**src/rtl/btn_pkg.sv**
```systemverilog
// Shared constants for the push-button conditioner: channel indices, channel FSM
// encoding and default timing in clock cycles.
package btn_pkg;

    localparam int BTN_LEFT  = 0;
    localparam int BTN_RIGHT = 1;
    localparam int BTN_INC   = 2;
    localparam int BTN_DEC   = 3;

    localparam int DEF_DB_CYCLES     = 1_000_000;
    localparam int DEF_HOLD_CYCLES   = 50_000_000;
    localparam int DEF_REPEAT_CYCLES = 10_000_000;

    typedef enum logic [1:0] {
        ST_IDLE   = 2'd0,
        ST_HOLD   = 2'd1,
        ST_REPEAT = 2'd2
    } state_t;

    function automatic int max3(input int a, input int b, input int c);
        int m;
        m = (a > b) ? a : b;
        return (m > c) ? m : c;
    endfunction

endpackage

```
**src/rtl/btn_channel.sv**
```systemverilog
// One button channel: 2-flop synchroniser, debounce counter and press/hold/repeat FSM
// producing a combinational single-cycle event strobe.
module btn_channel
    import btn_pkg::*;
#(
    parameter int   DB_CYCLES     = DEF_DB_CYCLES,
    parameter int   HOLD_CYCLES   = DEF_HOLD_CYCLES,
    parameter int   REPEAT_CYCLES = DEF_REPEAT_CYCLES,
    parameter logic REPEAT_EN     = 1'b0,
    parameter int   CW            = 1
) (
    input  logic clk,
    input  logic rst,
    input  logic raw,
    output logic held,
    output logic evt
);

    logic [1:0]    sync_q;
    logic [CW-1:0] db_cnt;
    logic [CW-1:0] tmr, tmr_next;
    state_t        state, state_next;

    // NOTE: all state uses non-blocking assignments so every flop samples pre-edge values.
    always_ff @(posedge clk or posedge rst) begin
        if (rst) begin
            sync_q <= '0;
            db_cnt <= '0;
            held   <= 1'b0;
        end else begin
            sync_q <= {sync_q[0], raw};
            if (sync_q[1] == held) begin
                db_cnt <= '0;
            end else if (db_cnt == CW'(DB_CYCLES - 1)) begin
                held   <= ~held;
                db_cnt <= '0;
            end else begin
                db_cnt <= db_cnt + CW'(1);
            end
        end
    end

    always_ff @(posedge clk or posedge rst) begin
        if (rst) begin
            state <= ST_IDLE;
            tmr   <= '0;
        end else begin
            state <= state_next;
            tmr   <= tmr_next;
        end
    end

    // NOTE: every always_comb output is defaulted first so no path can infer a latch.
    always_comb begin
        state_next = state;
        tmr_next   = tmr;
        evt        = 1'b0;
        case (state)
            ST_IDLE: begin
                tmr_next = '0;
                if (held) begin
                    evt        = 1'b1;
                    state_next = ST_HOLD;
                end
            end
            ST_HOLD: begin
                if (tmr == CW'(HOLD_CYCLES - 1)) begin
                    // Without repeat the timer parks at expiry until release.
                    if (REPEAT_EN) begin
                        evt        = 1'b1;
                        state_next = ST_REPEAT;
                        tmr_next   = '0;
                    end
                end else begin
                    tmr_next = tmr + CW'(1);
                end
            end
            ST_REPEAT: begin
                if (tmr == CW'(REPEAT_CYCLES - 1)) begin
                    evt      = 1'b1;
                    tmr_next = '0;
                end else begin
                    tmr_next = tmr + CW'(1);
                end
            end
            default: state_next = ST_IDLE;
        endcase
        if (!held) begin
            state_next = ST_IDLE;
            tmr_next   = '0;
            evt        = 1'b0;
        end
    end

endmodule

```
**src/rtl/btn_conditioner.sv**
```systemverilog
// Four conditioned button channels feeding pending bits and a fixed-priority arbiter
// that emits at most one registered event pulse per cycle.
module btn_conditioner
    import btn_pkg::*;
#(
    parameter int         DB_CYCLES     = DEF_DB_CYCLES,
    parameter int         HOLD_CYCLES   = DEF_HOLD_CYCLES,
    parameter int         REPEAT_CYCLES = DEF_REPEAT_CYCLES,
    parameter logic [3:0] REPEAT_MASK   = 4'b1100
) (
    input  logic       clk,
    input  logic       rst,
    input  logic [3:0] btn_raw,
    input  logic       en,
    output logic       left,
    output logic       right,
    output logic       inc,
    output logic       dec,
    output logic [3:0] held
);

    localparam int CW = $clog2(max3(DB_CYCLES, HOLD_CYCLES, REPEAT_CYCLES));

    generate
        if (DB_CYCLES < 2 || HOLD_CYCLES < 2 || REPEAT_CYCLES < 2) begin : g_bad_param
            $error("btn_conditioner: all timing parameters must be >= 2");
        end
    endgenerate

    logic [3:0] evt;
    logic [3:0] pending;
    logic [3:0] req;
    logic [3:0] grant;

    for (genvar i = 0; i < 4; i++) begin : g_ch
        btn_channel #(
            .DB_CYCLES    (DB_CYCLES),
            .HOLD_CYCLES  (HOLD_CYCLES),
            .REPEAT_CYCLES(REPEAT_CYCLES),
            .REPEAT_EN    (REPEAT_MASK[i]),
            .CW           (CW)
        ) u_ch (
            .clk (clk),
            .rst (rst),
            .raw (btn_raw[i]),
            .held(held[i]),
            .evt (evt[i])
        );
    end

    // Fresh events join the request set directly so an uncontended press is not
    // delayed by a pass through the pending register; lowest index wins.
    assign req   = en ? (pending | evt) : 4'b0000;
    assign grant = req & (~req + 4'd1);

    always_ff @(posedge clk or posedge rst) begin
        if (rst) begin
            pending <= '0;
            left    <= 1'b0;
            right   <= 1'b0;
            inc     <= 1'b0;
            dec     <= 1'b0;
        end else begin
            pending <= req & ~grant;
            left    <= grant[BTN_LEFT];
            right   <= grant[BTN_RIGHT];
            inc     <= grant[BTN_INC];
            dec     <= grant[BTN_DEC];
        end
    end

endmodule

```
**config.mk**
```make
export PLATFORM = sky130hd
export DESIGN_NAME = btn_conditioner
export DESIGN_NICKNAME = d
export VERILOG_FILES = /design/src/rtl/btn_pkg.sv /design/src/rtl/btn_channel.sv /design/src/rtl/btn_conditioner.sv
export SDC_FILE = /design/constraint.sdc
export NUM_CORES = 1
export LEC_CHECK = 0
export ABC_AREA = 1
export CORE_UTILIZATION = 50
export CTS_CLUSTER_DIAMETER = 60
export DETAILED_ROUTE_END_ITERATION = 10
export PLACE_DENSITY_LB_ADDON = 0.08
export SYNTH_ARGS = -nofsm -noshare
export SYNTH_HDL_FRONTEND = slang
export SYNTH_SLANG_ARGS = --single-unit
```
**constraint.sdc**
```tcl
create_clock -name clk -period 10.1 [get_ports clk]
set_clock_uncertainty 0.05 [all_clocks]
set_input_delay 2.02 -clock clk [delete_from_list [all_inputs] [get_ports clk]]
set_output_delay 2.02 -clock clk [all_outputs]
set_load 0.02 [all_outputs]
```
Word level (Yosys, flattened, before mapping). Index checks and enable logic that the tools add are counted.

Multiplexer cells: 49. Add/sub/neg operators: 9. Bitwise logic cells: 13. Reduce and logical (&&, ||, !) cells: 14. Equal/unequal tests: 36.

Operators with widths (number): 26-bit two-way mux (20); 26-bit case mux with 3 select lines (4); 26-bit by 1-bit adder with 26-bit output, second input constant (8); 26-bit by 20-bit equality test with 1-bit output, second input constant (4); 26-bit by 24-bit equality test with 1-bit output, second input constant (4); 26-bit equality test, second input constant (4); 4-bit != test, second input constant (4); 2-bit AND reduction (8); 2-bit two-way mux (6); 3-bit != test, second input constant (4); 2-bit case mux with 3 select lines (2); 1-bit two-way mux (10); 4-bit bitwise AND (2); 2-bit by 1-bit equality test with 1-bit output, second input constant (4); 2-bit equality test, second input constant (4); 2-bit zero test (4); 2-bit != test, second input constant (4); 1-bit NOT (8); 4-bit NOT (2); 2-bit case mux with 2 select lines (2); 1-bit case mux with 3 select lines (2); 4-bit by 1-bit adder with 4-bit output, second input constant (1); 1-bit equality test (4); 4-bit two-way mux (1); 3 further kinds (5).

Bits in registers: 236.

Logic depth before layout (Yosys ltp). Gate-level depths: netlist of the first run.

Depth in word-level cells: 11. Gate-level depth with buffers: 12. Depth with buffers taken out: 12.

Modules after synthesis. Synthesis of the first run repeated with hierarchy kept, for this count alone.

Cells, all modules: 1595. Area total of the unflattened synthesis: 11334.6 um^2.

Modules (own cells, without submodules): btn_channel (g_ch[2].u_ch ...) (sequential area each 1426.4 um^2, instances 2, area each 3772.4 um^2, cells an instance 550); btn_channel (g_ch[0].u_ch ...) (sequential area each 750.7 um^2, instances 2, area each 1765.4 um^2, cells an instance 236); btn_conditioner (sequential area each 175.2 um^2, instances 1, area each 259.0 um^2, cells an instance 23).

Worst setup path before layout of the first run. OpenSTA, ideal clock, no wires.

Kind: in2reg. From: input en. To: register dec. Arrival: 2.548 ns. Library setup time: 0.116 ns. Setup slack: 7.387 ns. Data required time: 9.934 ns. Stages on the path: 7. Path through: inv_1 > nor3_1 > inv_1 > nand2_1 > inv_1 > nand2_1 > nor2_1.

Longest elaborated chain between the ends: 4.

RTL lines: from (decl) (RTL line btn_conditioner.sv:14) `input logic en,`; 4-bit two-way mux * (RTL line btn_conditioner.sv:53) `assign req = en ? (pending | evt) : 4'b0000;`; 4-bit NOT (RTL line btn_conditioner.sv:54) `assign grant = req & (~req + 4'd1);`; 4-bit by 1-bit adder with 4-bit output (RTL line btn_conditioner.sv:54); 4-bit bitwise AND * (RTL line btn_conditioner.sv:54); via grant[3] (RTL line btn_conditioner.sv:33) `logic [3:0] grant;`; to (signal assigned) (RTL line btn_conditioner.sv:68) `dec <= grant[BTN_DEC];`; to (decl) (RTL line btn_conditioner.sv:18) `output logic dec,`.

The timed path passes the listed nets; every way through them passes the cells marked *. A chain may end at the register's enable or synchronous reset.

Worst setup path in the final report of the first run.
From: register g_ch[2].u_ch.held. To: output held[2].

RTL lines: from (decl) (RTL line btn_channel.sv:15) `output logic held,`; from (signal assigned) (RTL line btn_channel.sv:35) `held <= ~held;`; to (decl) (RTL line btn_conditioner.sv:19) `output logic [3:0] held`.

No word-level cell between the ends.

==> key figures, run 1 <==
Clocking
  • Max Root-Sink Buffers: 2
  • H-tree levels: 4
  • CTS clock-pin slew for the worst setup and hold paths: 0.08 ns
  • CTS tree: yes
  • CTS Hold Bufs: 0
  • CTS Buf Count: 17
  • Setup bufs post-CTS: 0
  • CTS sink count: 181
  • CTS resizes: 0
  • Root Driver: clkbuf_16
  • Worst-skew pair later-pin latency: 0.44 ns

Synth
  • Seq/Total Area, Yosys: 0.422
  • Synth cell types: 52
  • Yosys top cell by area: dfrtp_1
  • Mapped Cells: 1,337
  • Area of the mapped netlist: 10,700 sq um
  • Syn nets: 1,360
  • Synth Warn #: 0
  • #FFs+latches synth: 181
  • Synthesized area per cell: 8.03 sq um
  • Synth top area cells: dfrtp_1 (42%), nand2_1 (8.0%), nor2_1 (7.8%)
  • Top cell type's share of synthesized area: 0.422

GRT
  • Largest net degree at the start of global routing: 104
  • GR Util All Layers: 0.226
  • First-pass GRT wire length: 40,100 um
  • Overflow after GRT: 0
  • Initial antenna violation count: 0
  • Vias in the first global route: 8,249

Route
  • DRT iter0 DRCs: 487
  • 1st-pass router iterations: 4
  • DR vias: 8,652
  • Routed Antenna Nets: 0
  • Drt wl/cell: 14.0 um
  • WL final: 23,000 um
  • Drt drc: 0
  • Via density: 5.29

Floorplanning
  • Initial Util: 0.511
  • Die area: 22,100 sq um
  • # IOs: 15
  • Die height: 149 um
  • Die Wd: 149 um
  • Row count: 53
  • Core Area: 21,000 sq um

Timing
  • Fin. Hold Viols: 0
  • Final Max Slew Viols: 0
  • Final Cycle Share: 0.364
  • Hold Slack: 0.304 ns
  • TNS Setup: 0 ns
  • Least-Margin Pin Slew: 1.01 ns
  • Worst relative slew slack: 0.325
  • Endpoints failing setup: 0
  • Final min period: 3.68 ns
  • Fmax: 272 MHz
  • RSZ-0062 raised after global routing: no

Setup path
  • Worst R2R Setup Slack: 7.47 ns
  • CP Capture Point: held[2]
  • Worst Setup End Kind: output pin
  • CP startpoint kind: register
  • Max incr delay on CP: 0.69 ns
  • Worst path depth: 1
  • Critical-path cell list: clkdlybuf4s50_1
  • Crit-path slowest cell: clkdlybuf4s50_1
  • Cell count of the worst reg-to-reg path: 7
  • CP startpoint: g_ch[2].u_ch.held$_DFFE_PP0P_
  • Worst-path maximum fanout: 8
  • Top delay family on crit path: buffers and inverters
  • Crit path DAT: 1.61 ns
  • Worst endpoint required time: 8.03 ns
  • Worst setup path class: register to output pin
  • R2R Path End: g_ch[3].u_ch.tmr[19]$_DFFE_PP0P_
  • Buf+Inv Stages, Crit Path: 1
  • Reg2Reg Launch Point: g_ch[3].u_ch.state[0]$_DFFE_PP0P_

Worst hold path
  • Worst hold start: g_ch[1].u_ch.sync_q[0]$_DFF_PP0_
  • Hold WC Path Type: register to register

Cells and area
  • Layout cells sized above 1: 0.132
  • Area growth from synthesis to layout: 8.27%
  • Final cell utilization of the core: 0.553
  • Commonest non-fill, non-tap cell in the layout: nand2_1
  • Fin nets: 1,370
  • Most frequent cells in the layout: nand2_1 (230), nor2_1 (223), dfrtp_1 (181)
  • Final design instance area without fill: 11,600 sq um
  • ANT cells: 0

Placed design
  • Placer Congestion: 0.935
  • Area after DPL: 11,000 sq um
  • DP HPWL: 16,800 um
  • Buffers on Ports: 14

Flow run
  • Max Cap Viol: 0

Power and ir drop
  • PwrDens: 124 nW/um^2
  • Leak pwr: 4.62 nW
  • Peak VDD IR: 0.103 mV
  • Total power: 0.00144 W

Run status
  • Run status: completed
sequential cells by signal (all words and copies together) (netlist names):
name              flops
dec                   1
g_ch.u_ch.db_cnt    104
g_ch.u_ch.held        4
g_ch.u_ch.state       6
g_ch.u_ch.sync_q      8
g_ch.u_ch.tmr        52
inc                   1
left                  1
pending               3
right                 1
routing by layer:
metal  global-route usage  routed length [um]
met1                0.329               11600
met2                0.346               10200
met3               0.0374                 845
met4               0.0644                 335
met5                    0                   0
layout make-up:
type                    count  area, sq um
clock inverters            14          163
clock buffers              18          429
inverters                 158          601
well taps                 275          344
flip-flops and latches    181         4530
repair buffers             15          148
multi-input cells         974         5410
fillers                  1967         9400
logic make-up (layout without fill, tap and decap cells):
logic type	after synthesis	after routing	share of synthesized area
XOR/XNOR	83	83	0.0677
multiplexers	1	1	0.00105
AO/OA/AOI/OAI	107	107	0.0720
adder cells (fa/ha/maj)	16	16	0.0186
AND/OR/NAND/NOR	767	767	0.345
flip-flops	181	181	0.422
buffers and inverters	182	205	0.0741
through the flow:
stage | worst slack (ns) | std cells
floorplan | 3.11 | 1337
global placement | 5.86 | 1603
detailed placement | 5.84 | 1603
CTS | 6.31 | 1635
global route | 6.08 | 1635
finish | 6.42 | 1635
where the power goes:
group	internal [W]	switching, W	leakage [nW]
logic	0.00000711	0.0000270	1.83
registers	0.000730	0.00000460	2.50
clock network	0.000353	0.000322	0.287
worst min-delay path by stage:
stage / endpoint / slack (ns) / cells past startpoint
4_1_cts: g_ch[1].u_ch.sync_q[1]$_DFF_PP0_ / 0.30 / 0
2_1_floorplan: g_ch[0].u_ch.sync_q[1]$_DFF_PP0_ / 0.28 / 0
3_5_place_dp: g_ch[1].u_ch.sync_q[1]$_DFF_PP0_ / 0.28 / 0
5_1_grt: g_ch[1].u_ch.sync_q[1]$_DFF_PP0_ / 0.32 / 0
3_3_place_gp: g_ch[1].u_ch.sync_q[1]$_DFF_PP0_ / 0.28 / 0
6_report: g_ch[1].u_ch.sync_q[1]$_DFF_PP0_ / 0.30 / 0
synthesized netlist by cell type, drive strengths merged:
| library cell | instances |
|---|---|
| o22ai | 4 |
| o211ai | 2 |
| inv | 154 |
| and3 | 2 |
| dfrtp | 181 |
| ha | 16 |
| a21oi | 59 |
| clkinv | 4 |
| nor3 | 83 |
| mux2 | 1 |
| clkbuf | 5 |
| xnor2 | 13 |
| nor2 | 246 |
| buf | 19 |
| nor4 | 28 |
| a211oi | 2 |
| o21bai | 3 |
| and2 | 2 |
| o21ai | 26 |
| a31oi | 4 |
| a31o | 1 |
| nand3 | 95 |
| a21boi | 1 |
| nand2 | 253 |
| nor3b | 9 |
| a21o | 3 |
| or2 | 6 |
| o21a | 2 |
| xor2 | 70 |
| nand4 | 43 |
(Power assumes the default switching activity.)
==> run 2: changes to the inputs <==
Clock period 10.1 ns to 3.8 ns, I/O delays scaled along.
==> key figures, run 2 (synthesis gave the netlist of run 1 again) <==
Run status
  • Run status: completed (unchanged)

Cells and area
  • Max reg flops: 104 (unchanged)
  • Commonest non-fill, non-tap cell in the layout: nand2_1 (unchanged)
  • Most flop-heavy register: g_ch.u_ch.db_cnt (unchanged)
  • Final design instance area without fill: 11,700 sq um (was 11,600 sq um)
  • Most frequent cells in the layout: nand2_1 (230), nor2_1 (223), dfrtp_1 (181) (unchanged)
  • Layout cells sized above 1: 0.135 (was 0.132)
  • Final cell utilization of the core: 0.555 (was 0.553)
  • Fin nets: 1,374 (was 1,370)
  • Reg area: 4530 sq um (unchanged)
  • ANT cells: 0 (unchanged)
  • Largest regs: g_ch.u_ch.db_cnt (104), g_ch.u_ch.tmr (52), g_ch.u_ch.sync_q (8) (unchanged)
  • Area growth from synthesis to layout: 8.74% (was 8.27%)
  • Multi-input logic area: 5410 sq um (unchanged)
  • # fillers: 1,947 (was 1,967)

Route
  • Routed Antenna Nets: 0 (unchanged)
  • DRT iter0 DRCs: 475 (was 487)
  • Via density: 5.24 (was 5.29)
  • DR vias: 8,588 (was 8,652)
  • 1st-pass router iterations: 6 (was 4)
  • Drt drc: 0 (unchanged)
  • Drt wl/cell: 14.0 um (about the same)
  • WL final: 22,900 um (was 23,000 um)

Clocking
  • Root Driver: clkbuf_16 (unchanged)
  • Worst-skew pair later-pin latency: 0.44 ns (about the same)
  • H-tree levels: 4 (unchanged)
  • CTS Buf Count: 17 (unchanged)
  • CTS sink count: 181 (unchanged)
  • Setup bufs post-CTS: 0 (unchanged)
  • CTS clock-pin slew for the worst setup and hold paths: 0.07 ns (was 0.08 ns)
  • Max Root-Sink Buffers: 2 (unchanged)
  • CTS resizes: 0 (unchanged)
  • CTS tree: yes (unchanged)
  • CTS Hold Bufs: 0 (unchanged)

Floorplanning
  • Initial Util: 0.511 (unchanged)
  • # IOs: 15 (unchanged)
  • Die area: 22,100 sq um (unchanged)
  • Core Area: 21,000 sq um (unchanged)
  • Die height: 149 um (unchanged)
  • Die Wd: 149 um (unchanged)
  • Row count: 53 (unchanged)

Setup path
  • Worst Setup End Kind: output pin (unchanged)
  • Crit-path slowest cell: clkdlybuf4s50_1 (unchanged)
  • Reg2Reg Launch Point: g_ch[3].u_ch.state[0]$_DFFE_PP0P_ (unchanged)
  • CP startpoint kind: register (unchanged)
  • Worst setup path class: register to output pin (unchanged)
  • Buf+Inv Stages, Crit Path: 1 (unchanged)
  • Worst endpoint required time: 2.99 ns (was 8.03 ns)
  • Crit path DAT: 1.64 ns (was 1.61 ns)
  • Top delay family on crit path: buffers and inverters (unchanged)
  • Max incr delay on CP: 0.71 ns (was 0.69 ns)
  • Worst-path maximum fanout: 8 (unchanged)
  • CP startpoint: g_ch[2].u_ch.held$_DFFE_PP0P_ (unchanged)
  • Critical-path cell list: clkdlybuf4s50_1 (unchanged)

Worst hold path
  • Hold WC Path Type: register to register (unchanged)
  • Worst hold start: g_ch[2].u_ch.sync_q[0]$_DFF_PP0_ (was g_ch[1].u_ch.sync_q[0]$_DFF_PP0_)

Timing
  • Worst relative slew slack: 0.560 (was 0.325)
  • Final min period: 2.45 ns
  • Final Max Slew Viols: 0 (unchanged)
  • Final worst slack: 1.35 ns (was 6.42 ns)
  • Fin. Hold Viols: 0 (unchanged)
  • Least-Margin Pin Slew: 0.658 ns (was 1.01 ns)
  • TNS Setup: 0 ns (unchanged)
  • RSZ-0062 raised after global routing: no (unchanged)
  • Fmax: 409 MHz
  • Endpoints failing setup: 0 (unchanged)
  • Final Cycle Share: 0.644

GRT
  • Overflow after GRT: 0 (unchanged)
  • Largest net degree at the start of global routing: 82 (was 104)
  • Initial antenna violation count: 0 (unchanged)
  • GR Util All Layers: 0.227 (was 0.226)
  • Vias in the first global route: 8,274 (was 8,249)
  • First-pass GRT wire length: 40,500 um (was 40,100 um)

Power and ir drop
  • PwrDens: 330 nW/um^2 (was 124 nW/um^2)
  • Leak pwr: 4.64 nW (was 4.62 nW)
  • Peak VDD IR: 0.255 mV (was 0.103 mV)

Flow run
  • Max Cap Viol: 0 (unchanged)

Placed design
  • Dpl ws: 1.58 ns (was 5.84 ns)
  • Area after DPL: 11,100 sq um (was 11,000 sq um)
  • Buffers on Ports: 14 (unchanged)
  • DP HPWL: 16,800 um (about the same)
  • Placer Congestion: 0.926 (was 0.935)
[run 2: power breakdown]
group          switching [W]  internal [W]
clock network       0.000820      0.000985
registers          0.0000119       0.00194
logic              0.0000720     0.0000228
total               0.000904       0.00295
[run 2: final cells by class]
cell class	count	area share
clock inverters	15	0.0141
clock buffers	17	0.0364
flip-flops and latches	181	0.388
inverters	158	0.0511
multi-input cells	974	0.463
repair buffers	19	0.0174
well taps	275	0.0295
[run 2: path summary, 6_finish.rpt]
kind	end	slack [ns]	depth (start not counted)
max	held[2]	1.35	1
min	g_ch[2].u_ch.sync_q[1]$_DFF_PP0_	0.30	0
max reg2reg	g_ch[3].u_ch.tmr[19]$_DFFE_PP0P_	1.58	8
min reg2reg	g_ch[2].u_ch.sync_q[1]$_DFF_PP0_	0.30	0
max in group asynchronous	g_ch[2].u_ch.tmr[13]$_DFFE_PP0P_	2.21	3
min in group asynchronous	g_ch[2].u_ch.db_cnt[18]$_DFF_PP0_	0.68	2
[run 2: routing by layer]
metal,vias to the layer above,track usage,part of all wire
met5,-,0,0
met4,0,0.0603,0.011
met3,22,0.0390,0.036
met2,156,0.343,0.45
met1,4025,0.333,0.50
li1,4385,-,-
[run 2: through the flow]
stage | cells | hold slack (ns) | total power (W)
final | 1639 | 0.299 | 0.00385
after global routing | 1639 | 0.308 | 0.00400
after CTS | 1639 | 0.303 | 0.00390
after detailed placement | 1607 | 0.286 | 0.00209
after global placement | 1607 | 0.282 | 0.00209
after floorplan | 1337 | 0.281 | 0.00205
==> run 3: changes to the inputs <==
Clock period 3.8 ns to 2 ns, I/O delays scaled along.
==> key figures, run 3 (synthesis gave the netlist of run 1 again) <==
Clocking
  • CTS Buf Count: 17 (unchanged)
  • Max Root-Sink Buffers: 2 (unchanged)
  • CTS sink count: 181 (unchanged)
  • CTS tree: yes (unchanged)
  • CTS clock-pin slew for the worst setup and hold paths: 0.07 ns (about the same)
  • H-tree levels: 4 (unchanged)
  • CTS Hold Bufs: 0 (unchanged)
  • Worst-skew pair later-pin latency: 0.44 ns (about the same)
  • Root Driver: clkbuf_16 (unchanged)

GRT
  • First-pass GRT wire length: 41,200 um (was 40,500 um)
  • Vias in the first global route: 8,566 (was 8,274)
  • Largest net degree at the start of global routing: 59 (was 82)
  • Met2 Use GR: 0.360 (was 0.343)
  • GRT met3 Usage: 0.0426 (was 0.0390)
  • GR Layer Usage met1: 0.327 (was 0.333)
  • Initial antenna violation count: 1 (was 0)
  • Overflow after GRT: 0 (unchanged)
  • GR Util All Layers: 0.232 (was 0.227)
  • Most used routing layer: met2 (unchanged)

Route
  • DR vias: 8,721 (was 8,588)
  • DRT iter0 DRCs: 536 (was 475)
  • Drt wl/cell: 14.2 um (was 14.0 um)
  • Routed Antenna Nets: 0 (unchanged)
  • Via density: 5.22 (was 5.24)
  • 1st-pass router iterations: 5 (was 6)
  • Drt drc: 0 (unchanged)
  • WL final: 23,800 um (was 22,900 um)

Cells and area
  • Largest regs: g_ch.u_ch.db_cnt (104), g_ch.u_ch.tmr (52), g_ch.u_ch.sync_q (8) (unchanged)
  • Multi-input logic area: 5420 sq um (was 5410 sq um)
  • Most frequent cells in the layout: nand2_1 (230), nor2_1 (222), dfrtp_1 (181) (was nand2_1 (230), nor2_1 (223), dfrtp_1 (181))
  • Commonest non-fill, non-tap cell in the layout: nand2_1 (unchanged)
  • Final design instance area without fill: 11,900 sq um (was 11,700 sq um)
  • Most flop-heavy register: g_ch.u_ch.db_cnt (unchanged)
  • # fillers: 1,986 (was 1,947)
  • Layout cells sized above 1: 0.157 (was 0.135)
  • Fin nets: 1,407 (was 1,374)
  • ANT cells: 0 (unchanged)
  • Area growth from synthesis to layout: 11.1% (was 8.74%)
  • Max reg flops: 104 (unchanged)
  • Reg area: 4530 sq um (unchanged)

Setup path
  • Worst endpoint required time: 2.27 ns (was 2.99 ns)
  • Max incr delay on CP: 0.40 ns (was 0.71 ns)
  • Crit path DAT: 2.14 ns (was 1.64 ns)
  • Crit-path slowest cell: dfrtp_1 (was clkdlybuf4s50_1)
  • Buf+Inv Stages, Crit Path: 3 (was 1)
  • Cell count of the worst reg-to-reg path: 10 (was 8)
  • Critical-path cell list: inv_1 -> ha_1 -> nor3_4 -> buf_6 -> nor2_2 -> nand2_2 -> nor2_2 -> xor2_1 -> inv_1 -> a21oi_2 (was clkdlybuf4s50_1)
  • CP startpoint: g_ch[3].u_ch.state[0]$_DFFE_PP0P_ (was g_ch[2].u_ch.held$_DFFE_PP0P_)
  • Worst Setup End Kind: register (was output pin)
  • Worst path depth: 10 (was 1)
  • Top delay family on crit path: simple AND/OR/NAND/NOR gates (was buffers and inverters)
  • Reg2Reg Launch Point: g_ch[3].u_ch.state[0]$_DFFE_PP0P_ (unchanged)
  • Worst-path maximum fanout: 8 (unchanged)
  • Worst setup path class: register to register (was register to output pin)
  • CP startpoint kind: register (unchanged)

Power and ir drop
  • Clk network pwr share: 0.468 (was 0.469)
  • P_sw: 0.00172 W (was 0.000904 W)
  • Combinational share of power: 0.026 (was 0.025)
  • Net Sw Frac: 0.234 (was 0.235)
  • PwrDens: 615 nW/um^2 (was 330 nW/um^2)
  • Sequential cell fraction of total power: 0.506 (was 0.507)
  • Peak VDD IR: 0.495 mV (was 0.255 mV)
  • P_int: 0.00561 W (was 0.00295 W)
  • Total power: 0.00733 W (was 0.00385 W)
  • Leak pwr: 4.83 nW (was 4.64 nW)

Timing
  • Fmax: 534 MHz
  • RSZ-0062 raised after global routing: no (unchanged)
  • Final min period: 1.87 ns
  • Final Max Slew Viols: 0 (unchanged)
  • Fin. Hold Viols: 0 (unchanged)
  • Worst relative slew slack: 0.681 (was 0.560)
  • Least-Margin Pin Slew: 0.478 ns (was 0.658 ns)
  • Endpoints failing setup: 0 (unchanged)
  • Final Cycle Share: 0.937

Floorplanning
  • Die height: 149 um (unchanged)
  • Die area: 22,100 sq um (unchanged)
  • Die Wd: 149 um (unchanged)
  • Core Area: 21,000 sq um (unchanged)
  • Row count: 53 (unchanged)
  • # IOs: 15 (unchanged)
  • Initial Util: 0.511 (unchanged)

Placed design
  • DP HPWL: 17,800 um (was 16,800 um)
  • Buffers on Ports: 14 (unchanged)
  • Placer Congestion: 0.954 (was 0.926)
  • Area after DPL: 11,300 sq um (was 11,100 sq um)

Worst hold path
  • Hold WC Path Type: input pin to asynchronous set/reset pin (was register to register)

Flow run
  • Max Cap Viol: 0 (unchanged)

Run status
  • Run status: completed (unchanged)
==> run 3: cell count changes in the layout (fill, tap and decap cells not counted), sizes merged <==
cell	before	now
buf	5	38
inv	160	161
clkinvlp	4	3
clkdlybuf4s50	14	9
dlygate4sd2	0	5
==> run 3: power by group through the flow <==
stage | registers, W | clock network (W) | logic [W]
2_1_floorplan | 0.00377 | 0 | 0.000124
3_3_place_gp | 0.00378 | 0 | 0.000202
3_5_place_dp | 0.00378 | 0 | 0.000203
4_1_cts | 0.00371 | 0.00354 | 0.000204
5_1_grt | 0.00371 | 0.00368 | 0.000228
6_report | 0.00371 | 0.00343 | 0.000194
==> run 3: final timing paths <==
check | to | slack (ns)
min reg2reg | g_ch[1].u_ch.sync_q[1]$_DFF_PP0_ | 0.30
min | g_ch[0].u_ch.sync_q[1]$_DFF_PP0_ | 0.18
max in group asynchronous | g_ch[3].u_ch.tmr[9]$_DFFE_PP0P_ | 1.06
max | g_ch[3].u_ch.tmr[17]$_DFFE_PP0P_ | 0.13
max reg2reg | g_ch[3].u_ch.tmr[17]$_DFFE_PP0P_ | 0.13
min in group clk | g_ch[1].u_ch.sync_q[1]$_DFF_PP0_ | 0.30
==> run 3: area by class of cell <==
class                           count  area share
Multi-Input combinational cell    974       0.454
Inverter                          158      0.0502
Sequential cell                   181       0.380
Timing Repair Buffer               52      0.0376
Tap cell                          275      0.0288
Clock buffer                       17      0.0357
Clock inverter                     15      0.0140
==> run 3: through the flow <==
stage	hold slack (ns)	setup TNS [ns]	setup WS (ns)	util	instances
after floorplan	0.281	-139.84	-0.773	-	1337
after global placement	0.283	0	0.155	0.537	1634
after detailed placement	0.285	0	0.100	0.537	1634
after CTS	0.169	0	0.101	0.565	1666
after global routing	0.179	0	0.00365	0.567	1672
final	0.184	0	0.126	0.567	1672
==> run 3: layer usage <==
metal,part of all wire,vias to the layer above
met5,0.00063,-
met4,0.022,2
met3,0.033,44
met2,0.45,141
met1,0.49,4078
li1,-,4456
==> run 3: what timing repair did <==
| action | in CTS | in global routing |
|---|---|---|
| gates resized for setup | 5 | 5 |
| pin swaps | 0 | 0 |
| setup buffers | 0 | 6 |
| endpoints found under the setup margin | 5 | 19 |
